==> src/rtl/hdmi_cfg_seq.sv <==
// hdmi_cfg_seq: power-up configuration sequencer for the HDMI PHY.
// After reset (or restart) and a power-up delay it walks a register table held
// in an external synchronous ROM and issues one i2c write per entry through
// the start/busy handshake of the downstream i2c master. NACKed writes and
// missing busy responses are retried. Terminal status is reported as done/error.
//
// Ports:
//   clk_i          system clock
//   rst_i          asynchronous active-low reset
//   restart_i      one-cycle pulse, reruns the sequence (only from DONE/FAIL)
//   tbl_addr_o     table ROM address
//   tbl_data_i     table ROM data {reg, value}, valid one cycle after address
//   cmd_address_o  7-bit i2c device address (constant)
//   reg_addr_o     register byte of the current transfer
//   data_out_o     data byte of the current transfer
//   start_o        one-cycle transfer request
//   busy_i         i2c master busy
//   ack_err_i      i2c master NACK flag, valid in the cycle busy falls
//   done_o         sequence completed
//   error_o        sequence aborted on an entry that kept failing
//   fail_index_o   index of the failing entry
module hdmi_cfg_seq #(
    parameter logic [6:0]  DEV_ADDR     = 7'h39,
    parameter int          N_ENTRIES    = 32,
    parameter logic [15:0] PWR_DELAY    = 16'd50000,
    parameter logic [7:0]  GAP_CYCLES   = 8'd100,
    parameter int          MAX_RETRY    = 3,
    parameter logic [7:0]  BUSY_TIMEOUT = 8'd16,
    localparam int         IW           = (N_ENTRIES > 1) ? $clog2(N_ENTRIES) : 1
) (
    input  logic          clk_i,
    input  logic          rst_i,
    input  logic          restart_i,
    output logic [IW-1:0] tbl_addr_o,
    input  logic [15:0]   tbl_data_i,
    output logic [6:0]    cmd_address_o,
    output logic [7:0]    reg_addr_o,
    output logic [7:0]    data_out_o,
    output logic          start_o,
    input  logic          busy_i,
    input  logic          ack_err_i,
    output logic          done_o,
    output logic          error_o,
    output logic [IW-1:0] fail_index_o
);

    localparam int            RW       = (MAX_RETRY > 0) ? $clog2(MAX_RETRY + 1) : 1;
    localparam logic [RW-1:0] MAX_R    = RW'(MAX_RETRY);
    localparam logic [IW-1:0] LAST_IDX = IW'(N_ENTRIES - 1);
    localparam logic [15:0]   END_MARK = 16'hFFFF;

    typedef enum logic [3:0] {
        S_PWR_WAIT,
        S_FETCH,
        S_LATCH,
        S_ISSUE,
        S_WAIT_HI,
        S_WAIT_LO,
        S_GAP,
        S_DONE,
        S_FAIL
    } state_e;

    state_e        state_q;
    logic [15:0]   pwr_cnt_q;
    logic [7:0]    gap_cnt_q;
    logic [7:0]    to_cnt_q;
    logic [IW-1:0] idx_q;
    logic [IW-1:0] fail_idx_q;
    logic [RW-1:0] retry_q;
    logic          again_q;    // leaving GAP re-issues the same entry
    logic [7:0]    reg_q;
    logic [7:0]    dat_q;
    logic          start_q;
    logic          done_q;
    logic          error_q;

    // A real NACK and a busy that never rose are handled identically.
    logic nack_d;
    assign nack_d = (state_q == S_WAIT_LO && !busy_i && ack_err_i) ||
                    (state_q == S_WAIT_HI && !busy_i &&
                     to_cnt_q == BUSY_TIMEOUT - 8'd1);

    always_ff @(posedge clk_i or negedge rst_i) begin
        if (!rst_i) begin
            state_q    <= S_PWR_WAIT;
            pwr_cnt_q  <= '0;
            gap_cnt_q  <= '0;
            to_cnt_q   <= '0;
            idx_q      <= '0;
            fail_idx_q <= '0;
            retry_q    <= '0;
            again_q    <= 1'b0;
            reg_q      <= '0;
            dat_q      <= '0;
            start_q    <= 1'b0;
            done_q     <= 1'b0;
            error_q    <= 1'b0;
        end else begin
            start_q <= 1'b0;
            if (nack_d) begin
                if (retry_q < MAX_R) begin
                    retry_q   <= retry_q + 1'b1;
                    again_q   <= 1'b1;
                    gap_cnt_q <= '0;
                    state_q   <= S_GAP;
                end else begin
                    fail_idx_q <= idx_q;
                    error_q    <= 1'b1;
                    state_q    <= S_FAIL;
                end
            end else begin
                unique case (state_q)
                    S_PWR_WAIT: begin
                        // Counter stops at its terminal value.
                        if (pwr_cnt_q == PWR_DELAY - 16'd1) begin
                            idx_q   <= '0;
                            state_q <= S_FETCH;
                        end else begin
                            pwr_cnt_q <= pwr_cnt_q + 16'd1;
                        end
                    end
                    // Address already presented from idx_q; ROM registers it here.
                    S_FETCH: state_q <= S_LATCH;
                    S_LATCH: begin
                        if (tbl_data_i == END_MARK) begin
                            done_q  <= 1'b1;
                            state_q <= S_DONE;
                        end else begin
                            reg_q   <= tbl_data_i[15:8];
                            dat_q   <= tbl_data_i[7:0];
                            retry_q <= '0;
                            state_q <= S_ISSUE;
                        end
                    end
                    S_ISSUE: begin
                        if (!busy_i) begin
                            start_q  <= 1'b1;
                            to_cnt_q <= '0;
                            state_q  <= S_WAIT_HI;
                        end
                    end
                    S_WAIT_HI: begin
                        if (busy_i) state_q <= S_WAIT_LO;
                        else        to_cnt_q <= to_cnt_q + 8'd1;
                    end
                    S_WAIT_LO: begin
                        // NACK already handled above; only the ACK exit remains.
                        if (!busy_i) begin
                            again_q   <= 1'b0;
                            gap_cnt_q <= '0;
                            state_q   <= S_GAP;
                        end
                    end
                    S_GAP: begin
                        if (gap_cnt_q == GAP_CYCLES - 8'd1) begin
                            if (again_q) begin
                                state_q <= S_ISSUE;
                            end else if (idx_q == LAST_IDX) begin
                                // Table full: finish instead of wrapping the index.
                                done_q  <= 1'b1;
                                state_q <= S_DONE;
                            end else begin
                                idx_q   <= idx_q + 1'b1;
                                state_q <= S_FETCH;
                            end
                        end else begin
                            gap_cnt_q <= gap_cnt_q + 8'd1;
                        end
                    end
                    S_DONE, S_FAIL: begin
                        if (restart_i) begin
                            done_q     <= 1'b0;
                            error_q    <= 1'b0;
                            idx_q      <= '0;
                            fail_idx_q <= '0;
                            pwr_cnt_q  <= '0;
                            state_q    <= S_PWR_WAIT;
                        end
                    end
                    default: state_q <= S_PWR_WAIT;
                endcase
            end
        end
    end

    assign tbl_addr_o    = idx_q;
    assign cmd_address_o = DEV_ADDR;
    assign reg_addr_o    = reg_q;
    assign data_out_o    = dat_q;
    assign start_o       = start_q;
    assign done_o        = done_q;
    assign error_o       = error_q;
    assign fail_index_o  = fail_idx_q;

endmodule
==> config.mk <==
export PLATFORM = sky130hd
export DESIGN_NAME = hdmi_cfg_seq
export DESIGN_NICKNAME = d
export VERILOG_FILES = /design/src/rtl/hdmi_cfg_seq.sv
export SDC_FILE = /design/constraint.sdc
export NUM_CORES = 1
export LEC_CHECK = 0
export CAP_MARGIN = 40
export CELL_PAD_IN_SITES_DETAIL_PLACEMENT = 1
export CELL_PAD_IN_SITES_GLOBAL_PLACEMENT = 1
export CORE_MARGIN = 2
export CORE_UTILIZATION = 38
export DETAILED_ROUTE_END_ITERATION = 6
export GPL_TIMING_DRIVEN = 0
export PLACE_DENSITY = 0.86
export RECOVER_POWER = 100
export SKIP_CTS_REPAIR_TIMING = 1
export SLEW_MARGIN = 0
export SYNTH_ARGS = -nofsm -noshare
export SYNTH_HDL_FRONTEND = slang
export SYNTH_SLANG_ARGS = --single-unit
export TNS_END_PERCENT = 30
==> constraint.sdc <==
create_clock -name clk_i -period 2.4 [get_ports clk_i]
set_clock_uncertainty 0.15 [all_clocks]
set_input_delay 0.48 -clock clk_i [delete_from_list [all_inputs] [get_ports clk_i]]
set_output_delay 0.48 -clock clk_i [all_outputs]
set_load 0.005 [all_outputs]
==> summary.txt <==
Via density: 5.662
DRC viols: 0
post-synthesis sequential area ratio: 46.24%
final instance area: 4947 um^2
area leader, netlist: dfrtp_1
number of diodes: 0
CP most frequent cell: or4_4
Leak: 2.106 nW
slowest library cell on the worst path: or4_4
RR Startpoint: to_cnt_q[5]$_DFFE_PN0P_
f_max: 0.3929 GHz
failing checks: setup timing
Setup Viol. Count Final: 17
WL/cell: 18.55 um
outcome: finished, violations left
Synth Area in Compound Gates: 15.50%
fin nets: 476
first-pass GRT wire length: 16480 um
CP Data Arrival Time: 2.64 ns
Antenna Nets Post-Route: 0
fin crit period: 2.545 ns
Worst Setup SP: to_cnt_q[5]$_DFFE_PN0P_
IO Count: 57
violation count after the first detailed-route iteration: 228
FF+latch count, synth: 68
CTS tree: yes
Startpoint Class: flip-flop
area grow syn2layout: 34.44%
IR drop worst, VDD: 0.5584 mV
worst skew pair latency: 0.36 ns
syn avg cell area: 10.03 um^2
Slew HR: 51.38%
Die W: 102.4 um
Net Switching: 1.800 mW
Clock H-tree levels: 3
num rows: 35
Distinct cells, synth: 68
WHS: 0.3382 ns
main combinational cell family by area after synthesis: simple AND/OR/NAND/NOR gates
top post-synthesis cells by count: dfrtp_1, nand3_1, nand2_1, a21oi_1
placed cells: 552
Synth Cell Area: 3680 um^2
Largest stage delay, worst path: 0.62 ns
count leader, synth: dfrtp_1
Yosys warning total: 0
Hold Crit Class: flip-flop to flip-flop
sw frac: 35.96%
Post-Synth Adder-Cell Area: 2.040%
port bufs: 49
final WL: 10810 um
Final Hold Fails: 0
DP Worst Slack: -0.7712 ns
WP data required: 2.49 ns
Min-Delay Startpoint: error_o$_DFFE_PN0P_
GR Util met1: 25.39%
Core ar.: 9328 um^2
endpoint type of the worst setup path: flip-flop
Tot Pwr: 5.005 mW
CTS clk-pin slew, worst paths: 0.08 ns
final std cells w/o fill: 583
busiest layer in global routing: met2
share of flip-flops with an asynchronous set or reset: 100.0%
Clock Path Buffers: 2
total grt overflow: 0
GPL Wtd Cong: 0.8579
Top FF cell, synth: dfrtp_1
critical path class: flip-flop to flip-flop
PD cells: 1012 nW/um^2
fin util: 53.04%
met2 usage: 34.62%
Initial Utilization: 39.45%
Die Area: 10490 um^2
grt met3 use: 4.856%
CTS sink count: 68
combinational fraction of design power: 41.7%
Synth Instances: 367
post-synthesis xor/xnor area fraction: 1.190%
worst slew pin tran: 0.7293 ns
main area contributors after synthesis: dfrtp_1, mux2_2, nand3_1
Clock power frac: 24.0%
fraction of layout cells with a size suffix above 1: 23.35%
placed cell area: 4382 um^2
largest net degree at the start of global routing: 40
via count: 3301
worst-path fanout max: 8
total global-route track usage: 20.12%
crit path cell chain: or4_4, or4_4, o2111a_2, and3_4, a211o_1
Seq pwr share: 34.3%
mux contribution to synthesized area: 6.596%
internal power: 3.205 mW
setup TNS: -0.6471 ns
drt first pass iters: 4
Post-synth EDFFs: 0
period utilization: 106.1%
CTS Buf Count: 9
CTS root buf: clkbuf_8
DP Wirelength: 7053 um
final setup margin: -0.1452 ns
Max Slew Vio Count: 0
vias in the first global route: 3343
Synth top area share: 46.24%
Die Height: 102.4 um
unrepaired setup endpoints after global routing: yes
Max-Cap Viols: 0
post-synthesis simple-gate area fraction: 23.46%
initial antenna violation count: 0
-- per-layer routing --
layer | vias to the layer above | share of wire, %
li1 | 1536 | -
met1 | 1687 | 42
met2 | 68 | 53
met3 | 10 | 3.8
met4 | 0 | 0.86
met5 | - | 0
-- logic make-up after synthesis --
kind of cell / after synthesis
buffers and inverters: 35
adder cells (fa/ha/maj): 6
AND/OR/NAND/NOR: 145
XOR/XNOR: 5
other: 2
multiplexers: 22
flip-flops: 68
AO/OA/AOI/OAI: 84
-- path summary, 6_finish.rpt --
kind | to | cells past startpoint | slack [ns]
worst max-delay path | tbl_addr_o[3]$_DFFE_PN0P_ | 5 | -0.15
worst min-delay path | error_o$_DFFE_PN0P_ | 2 | 0.34
worst max register to register | tbl_addr_o[3]$_DFFE_PN0P_ | 5 | -0.15
worst min register to register | error_o$_DFFE_PN0P_ | 2 | 0.34
max in group asynchronous | to_cnt_q[4]$_DFFE_PN0P_ | 3 | 0.44
min in group asynchronous | to_cnt_q[2]$_DFFE_PN0P_ | 2 | 0.56
-- power by group through the flow --
| stage | logic, mW | clock network [mW] | registers (mW) |
|---|---|---|---|
| global placement | 1.69 | 0 | 1.72 |
| detailed placement | 1.79 | 0 | 1.74 |
| finish | 2.09 | 1.20 | 1.72 |
| CTS | 1.80 | 1.22 | 1.72 |
| global route | 2.25 | 1.26 | 1.77 |
| floorplan | 1.07 | 0 | 1.70 |
-- critical path, delay by kind of cell, from the launching register on --
family             cells  cell delay [ns]
AOI/OAI and AO/OA      2             0.48
and+or+nand+nor        3             1.33
DFF                    1             0.45
-- flip-flops by register name, indices dropped and copies added, names as in the netlist --
| name | flops |
|---|---|
| again_q | 1 |
| data_out_o | 8 |
| done_o | 1 |
| error_o | 1 |
| fail_index_o | 5 |
| gap_cnt_q | 8 |
| pwr_cnt_q | 16 |
| reg_addr_o | 8 |
| retry_q | 2 |
| start_o | 1 |
| state_q | 4 |
| tbl_addr_o | 5 |
| to_cnt_q | 8 |
-- cell usage in the layout (no fill, tap or decap), drive strengths merged, types with 3 or more instances in the layout --
| cell type | n |
|---|---|
| clkbuf | 22 |
| nor2b | 3 |
| nand2 | 21 |
| a31oi | 3 |
| a21oi | 21 |
| clkdlybuf4s50 | 19 |
| bufinv | 3 |
| mux2 | 18 |
| nand2b | 8 |
| mux2i | 4 |
| nand3b | 3 |
| nor2 | 18 |
| o31ai | 10 |
| nand3 | 23 |
| buf | 27 |
| conb | 7 |
| ha | 6 |
| and3 | 13 |
| a211o | 3 |
| or4 | 10 |
| o211ai | 4 |
| o21ai | 21 |
| a22o | 4 |
| xor2 | 4 |
| inv | 13 |
| dfrtp | 68 |
| or3 | 3 |
| nor4bb | 4 |
| dlygate4sd3 | 30 |
| nand4 | 12 |
| nor3 | 5 |
| nor4 | 8 |
-- final cells by class --
cell class	count	area [um^2]
tap	129	161.4
sequential	68	1704
buffer	22	140.1
clock inverter	7	123.9
inverter	12	45.04
timing repair buffer	67	619.3
fill	1039	4380
multi-input combinational	269	2029
clock buffer	9	123.9
Power figures use the tool's default switching activity.
